### src/rtl/fc_pkg.sv
// rtl/fc_pkg.sv - shared types and constants for the FC result framer
package fc_pkg;

    typedef enum logic [2:0] {
        IDLE = 3'd0,
        SOF  = 3'd1,
        SEQ  = 3'd2,
        DATA = 3'd3,
        CHK  = 3'd4
    } framer_state_t;

    localparam logic [7:0] SOF_BYTE_DEF  = 8'hA5;
    localparam int         FRAME_HDR_LEN = 2;

endpackage

### src/rtl/fc_result_framer.sv
// rtl/fc_result_framer.sv - frames FC result vectors into SOF/SEQ/DATA/CHK byte packets for UART TX
module fc_result_framer
    import fc_pkg::*;
#(
    parameter int         DIM_OUTPUT = 8,
    parameter int         OUTPUT_W   = 8,
    parameter logic [7:0] SOF_BYTE   = SOF_BYTE_DEF
) (
    input  logic                clk,
    input  logic                rst_n,
    input  logic [OUTPUT_W-1:0] in_dat [DIM_OUTPUT],
    input  logic                in_valid,
    output logic [7:0]          tx_data,
    output logic                tx_data_valid,
    input  logic                tx_data_ready,
    output logic                busy,
    output logic                frame_done,
    output logic [7:0]          drop_cnt,
    output logic                overflow
);

    // Index counter has one spare bit so the last-index compare never wraps.
    localparam int CW = $clog2(DIM_OUTPUT) + 1;
    localparam int AW = (DIM_OUTPUT > 1) ? $clog2(DIM_OUTPUT) : 1;
    localparam logic [CW-1:0] LAST_IDX = CW'(DIM_OUTPUT - 1);

    if (OUTPUT_W != 8) begin : g_width_check
        $error("fc_result_framer: OUTPUT_W must be 8");
    end
    if (DIM_OUTPUT < 1) begin : g_dim_check
        $error("fc_result_framer: DIM_OUTPUT must be at least 1");
    end

    framer_state_t       state;
    logic [CW-1:0]       idx;
    logic [7:0]          seq;
    logic [7:0]          chk;
    logic [OUTPUT_W-1:0] act  [DIM_OUTPUT];
    logic [OUTPUT_W-1:0] pend [DIM_OUTPUT];
    logic                pend_vld;

    logic                xfer;
    logic                ct;
    logic [CW-1:0]       idx_nxt;
    logic [OUTPUT_W-1:0] cur_byte;
    logic [OUTPUT_W-1:0] nxt_byte;

    assign xfer     = tx_data_valid & tx_data_ready;
    assign ct       = xfer & (state == CHK);
    assign idx_nxt  = idx + CW'(1);
    assign cur_byte = act[idx[AW-1:0]];
    assign nxt_byte = act[idx_nxt[AW-1:0]];
    assign busy     = (state != IDLE) | pend_vld;

    // Byte sequencer: walks SOF -> SEQ -> DATA -> CHK, advancing only on a transfer,
    // and preloads the next byte into the registered tx_data on each advance.
    always_ff @(posedge clk or negedge rst_n) begin
        if (!rst_n) begin
            state         <= IDLE;
            idx           <= '0;
            seq           <= '0;
            chk           <= '0;
            tx_data       <= '0;
            tx_data_valid <= 1'b0;
            frame_done    <= 1'b0;
        end else begin
            frame_done <= ct;
            case (state)
                IDLE: begin
                    if (in_valid) begin
                        state         <= SOF;
                        tx_data       <= SOF_BYTE;
                        tx_data_valid <= 1'b1;
                    end
                end
                SOF: begin
                    if (xfer) begin
                        state   <= SEQ;
                        tx_data <= seq;
                    end
                end
                SEQ: begin
                    if (xfer) begin
                        state   <= DATA;
                        idx     <= '0;
                        chk     <= seq;
                        tx_data <= act[0];
                    end
                end
                DATA: begin
                    if (xfer) begin
                        chk <= chk ^ cur_byte;
                        if (idx == LAST_IDX) begin
                            state   <= CHK;
                            tx_data <= chk ^ cur_byte;
                        end else begin
                            idx     <= idx_nxt;
                            tx_data <= nxt_byte;
                        end
                    end
                end
                CHK: begin
                    if (xfer) begin
                        seq <= seq + 8'd1;
                        // A waiting or simultaneously arriving vector starts a new frame with no gap.
                        if (pend_vld || in_valid) begin
                            state   <= SOF;
                            tx_data <= SOF_BYTE;
                        end else begin
                            state         <= IDLE;
                            tx_data_valid <= 1'b0;
                        end
                    end
                end
                default: begin
                    state         <= IDLE;
                    tx_data_valid <= 1'b0;
                end
            endcase
        end
    end

    // Bank management: capture into ACTIVE or PENDING, promote PENDING at frame end,
    // and count vectors that find both banks occupied.
    always_ff @(posedge clk or negedge rst_n) begin
        if (!rst_n) begin
            for (int i = 0; i < DIM_OUTPUT; i++) begin
                act[i]  <= '0;
                pend[i] <= '0;
            end
            pend_vld <= 1'b0;
            drop_cnt <= '0;
            overflow <= 1'b0;
        end else if (state == IDLE) begin
            if (in_valid) begin
                act <= in_dat;
            end
        end else if (ct) begin
            if (pend_vld) begin
                act      <= pend;
                pend_vld <= in_valid;
                if (in_valid) begin
                    pend <= in_dat;
                end
            end else if (in_valid) begin
                act <= in_dat;
            end
        end else if (in_valid) begin
            if (!pend_vld) begin
                pend     <= in_dat;
                pend_vld <= 1'b1;
            end else begin
                if (drop_cnt != 8'hFF) begin
                    drop_cnt <= drop_cnt + 8'd1;
                end
                overflow <= 1'b1;
            end
        end
    end

endmodule
### config.mk
export PLATFORM = sky130hd
export DESIGN_NAME = fc_result_framer
export DESIGN_NICKNAME = d
export VERILOG_FILES = /design/src/rtl/fc_pkg.sv /design/src/rtl/fc_result_framer.sv
export SDC_FILE = /design/constraint.sdc
export NUM_CORES = 1
export LEC_CHECK = 0
export ABC_AREA = 1
export BUFFER_PORTS_ARGS = -buffer_cell sky130_fd_sc_hd__buf_2
export CAP_MARGIN = 0
export CORE_ASPECT_RATIO = 1.25
export CORE_UTILIZATION = 35
export DETAILED_ROUTE_END_ITERATION = 16
export HOLD_SLACK_MARGIN = 0.1
export PLACE_DENSITY = 0.63
export SLEW_MARGIN = 15
export SYNTH_ARGS = -nofsm -noshare
export SYNTH_HDL_FRONTEND = slang
export SYNTH_SLANG_ARGS = --single-unit
### constraint.sdc
create_clock -name clk -period 1.75 [get_ports clk]
set_input_delay 0.2625 -clock clk [delete_from_list [all_inputs] [get_ports clk]]
set_output_delay 0.2625 -clock clk [all_outputs]
set_load 0.1 [all_outputs]
==> impl.org <==
** Outcome
- The run finished with clean final reports.

** Critical path
- Top fanout value on the critical path :: 17
- In this run the register-to-register setup slack is 30 ps.
- Slowest-stage cell, CP :: sky130_fd_sc_hd__dfrtp_1
- The number of buffers and inverters on the critical path is 4.
- Data on the critical path is required at its endpoint by 2070 ps.
- CP arrival :: 2040 ps
- Worst setup SP type :: register
- Largest stage delay on the critical path :: 420 ps
- Dominant delay contributor by cell family on the critical path :: buffers and inverters
- The critical path is of the register to register type.
- Sort of element at the end of the critical path :: register
- Traced cell by cell, the critical path runs through inv_2 > nand2_4 > nor2_4 > nand2_4 > nand2_1 > nand4_1 > buf_4 > buf_8 > clkbuf_16 > nand2_1 > o21ai_1.

** Global route
- Vias in the first global route :: 8652
- The first global-routing pass estimated 44600 um of wire.
- Initial antenna violation count :: 0
- Largest net degree at the start of global routing :: 63
- In the global route stage, overall resource usage came out at 0.205.
- Overflow left after global routing :: 0

** Timing
- The hold violation count in the final report is 0.
- Setup violations remaining at the end of the flow were counted as 0.
- The smallest clock period supported by the final layout is computed as 1720 ps.
- Hold slack :: 94.4 ps
- Static timing analysis puts the maximum clock frequency at roughly 580 MHz.
- Headroom to the max-slew limit came out at 0.595.
- At the pin with the least slew margin, the transition time is roughly 600 ps.
- Total count of max-transition violations in the final report :: 0
- Dividing the final minimum period by the clock period gives 0.982.
- Setup repair after global routing missed its margin :: true
- Worst path setup slack after routing :: about 32 ps
- Post-route clock skew :: slightly below 8 ps

** Drt
- Number of vias per cell :: between 5 and 6
- Post-route DRC :: 0
- The routed design has roughly 28000 um of wire.
- Summing over every cut layer, the via total after detailed routing is 9068.
- Once detail routing completed, the nets flagged for antenna violations numbered 0.
- Number of design-rule violations left by the first detailed-router iteration :: 640
- Detailed-routing iteration count for the pre-antenna-repair pass :: 7
- Dividing the detail-routed wire length by the instance count gives 15.9 um.

** Logic synthesis
- For this run, the number of Yosys warnings is 0.
- The share of synthesized area in the top cell type comes to 0.452.
- The synthesized design spends more area on one cell type than any other, namely sky130_fd_sc_hd__dfrtp_1.
- Post-synth design cell area :: 9470 sq um
- Ranked by total cell area, the synthesized netlist is headed by sky130_fd_sc_hd__dfrtp_1 45%, sky130_fd_sc_hd__nand2_1 11%, sky130_fd_sc_hd__nand3_1 8.8%.
- Synthesized instance count :: approximately 1300
- For this run, the register share of the synthesized area comes to 0.452.
- Flop and latch count out of synthesis :: 171
- Syn_area_per_cell :: roughly 7.6 sq um
- The netlist uses 36 different library cells.
- Net Count, Synth :: 1324

** Run
- The tool flagged a number of max-cap violations equal to 0.

** Pwr
- Summed over all cells, the static leakage comes to 0.00586 uW.
- Pwr Density :: 1950 nW/um^2
- IR Drop Worst-Case VDD :: 848 uV

** Die
- The die is 186 um tall.
- Initial core utilization :: 0.361
- During I/O placement, the number of pins put on the boundary was 88.
- Die ar. :: 27700 sq um
- Core region area :: 26300 sq um
- After floorplanning, the core was divided into 66 placement rows.
- In this run the horizontal extent of the chip is 149 um.

** Place
- Input and output buffers added on the ports amount to 87.
- Place WS :: 40.7 ps
- Detailed placement finished with a half-perimeter wire length of between 15000 and 20000 um.
- Final estimated routing congestion in global placement :: 0.953

** Clock tree
- Clock latency on the worst-skew pair :: 430 ps
- Clock tree synthesis found a total of 171 sinks.
- Root buffer selected by CTS :: sky130_fd_sc_hd__clkbuf_16
- TritonCTS Buffers :: 17
- Clock transition time at the flip-flop clock pins of the worst setup and hold paths :: 70 ps
- The clock passes through at most 2 buffers.
- H-tree depth :: 4
- TritonCTS built the clock tree.

** Cells and area
- Fraction of layout cells with a size suffix above 1 :: 0.194
- Count of antenna diodes in the layout :: 0
- Net count of the finished layout :: 1488
- Layout area overhead :: 28.3%

** Worst hold path
- Min-Delay Path Class :: primary input to register
-- metal layers --
metal / track usage / wire, um / vias up
met1: 0.254 / 12100 / 4296
met2: 0.357 / 14200 / 252
met4: 0.0833 / 728 / 0
li1: - / - / 4478
met5: 0 / 0 / -
met3: 0.0294 / 1070 / 42
-- worst min-delay path, stage by stage --
cell	delay (ps)
sky130_fd_sc_hd__buf_2	110
sky130_fd_sc_hd__inv_1	50
sky130_fd_sc_hd__o21ai_1	60
-- where the power goes --
part | internal, uW | leakage (uW) | switching [uW] | total [uW]
logic | 4510 | 0.00354 | 8060 | 12600
clock network | 2150 | 0.000286 | 1590 | 3740
registers | 5840 | 0.00204 | 1510 | 7350
-- final cells by class --
class | instances | area [sq um]
clock buffer | 23 | 498
clock inverter | 9 | 86.3
fill | 2599 | 14100
inverter | 156 | 599
multi-input combinational | 839 | 4270
sequential | 171 | 4300
tap | 340 | 425
timing repair buffer | 232 | 1970
-- placed cells by master, fill, tap and decap left out, types with 9 or more instances in the layout --
master and count:
sky130_fd_sc_hd__dlygate4sd3_1 64, sky130_fd_sc_hd__nand2_1 273, sky130_fd_sc_hd__a31oi_1 64, sky130_fd_sc_hd__buf_2 85, sky130_fd_sc_hd__nand3_2 17, sky130_fd_sc_hd__nor2_1 30, sky130_fd_sc_hd__inv_2 13, sky130_fd_sc_hd__nand3_1 150
sky130_fd_sc_hd__o21ai_0 78, sky130_fd_sc_hd__o21ai_1 84, sky130_fd_sc_hd__xor2_1 11, sky130_fd_sc_hd__dfrtp_1 159, sky130_fd_sc_hd__clkbuf_16 20, sky130_fd_sc_hd__buf_4 58, sky130_fd_sc_hd__inv_1 138, sky130_fd_sc_hd__a21oi_1 74
sky130_fd_sc_hd__dfrtp_2 9, sky130_fd_sc_hd__buf_12 12
-- Yosys cell counts (all sizes together) --
cell type,number
a31oi,64
nand3b,1
nand2,284
a21oi,80
o211ai,8
nor3,2
clkinv,3
or2,1
nand3,167
dfrtp,171
o21ai,163
inv,153
o22ai,6
ha,3
xnor2,2
clkbuf,19
nand4,6
and2,1
xor2,12
nor2,39
buf,68
-- final timing paths --
path	from	endpoint	cells after the start
max reg2reg	state[0]$_DFFE_PN0P_	pend[49]$_DFFE_PN0P_	11
min reg2reg	seq[7]$_DFFE_PN0P_	seq[7]$_DFFE_PN0P_	1
min	in_dat[58]	pend[58]$_DFFE_PN0P_	3
max in group asynchronous	rst_n	pend[43]$_DFFE_PN0P_	3
max	state[0]$_DFFE_PN0P_	pend[49]$_DFFE_PN0P_	11
min in group asynchronous	rst_n	drop_cnt[0]$_DFFE_PN0P_	2
-- registers in the layout, summed over array words and instances (netlist names) --
signal and cells:
act 64, chk 8, seq 8, pend_vld 1, overflow 1, drop_cnt 8, pend 64, frame_done 1
tx_data 8, idx 4, state 3, tx_data_valid 1
-- repair_timing --
item                       4_1_cts  5_1_grt
hold endpoints to repair       106        0
pin swaps                        1        8
setup endpoints to repair        1       76
setup buffers                    3        9
hold buffers                    64        0
cloned                           0        4
gates resized for setup          1       54
-- through the flow --
step	setup TNS, ps	instances	power [uW]	utilization	instance area [sq um]
after floorplan	0	1253	15900	-	9490
after global placement	0	1658	18900	0.401	10500
after detailed placement	0	1658	19100	0.401	10500
after CTS	0	1757	23100	0.449	11800
after global routing	-1260	1770	25400	0.463	12100
final	0	1770	23700	0.463	12100
-- logic make-up (layout without fill, tap and decap cells) --
family / count (synthesis) / in the layout / share of synthesized area
AO/OA/AOI/OAI: 321 / 321 / 0.184
buffers and inverters: 243 / 420 / 0.113
adder cells (fa/ha/maj): 3 / 3 / 0.00397
XOR/XNOR: 14 / 14 / 0.0137
flip-flops: 171 / 171 / 0.452
AND/OR/NAND/NOR: 501 / 501 / 0.234
(Power assumes the default switching activity.)
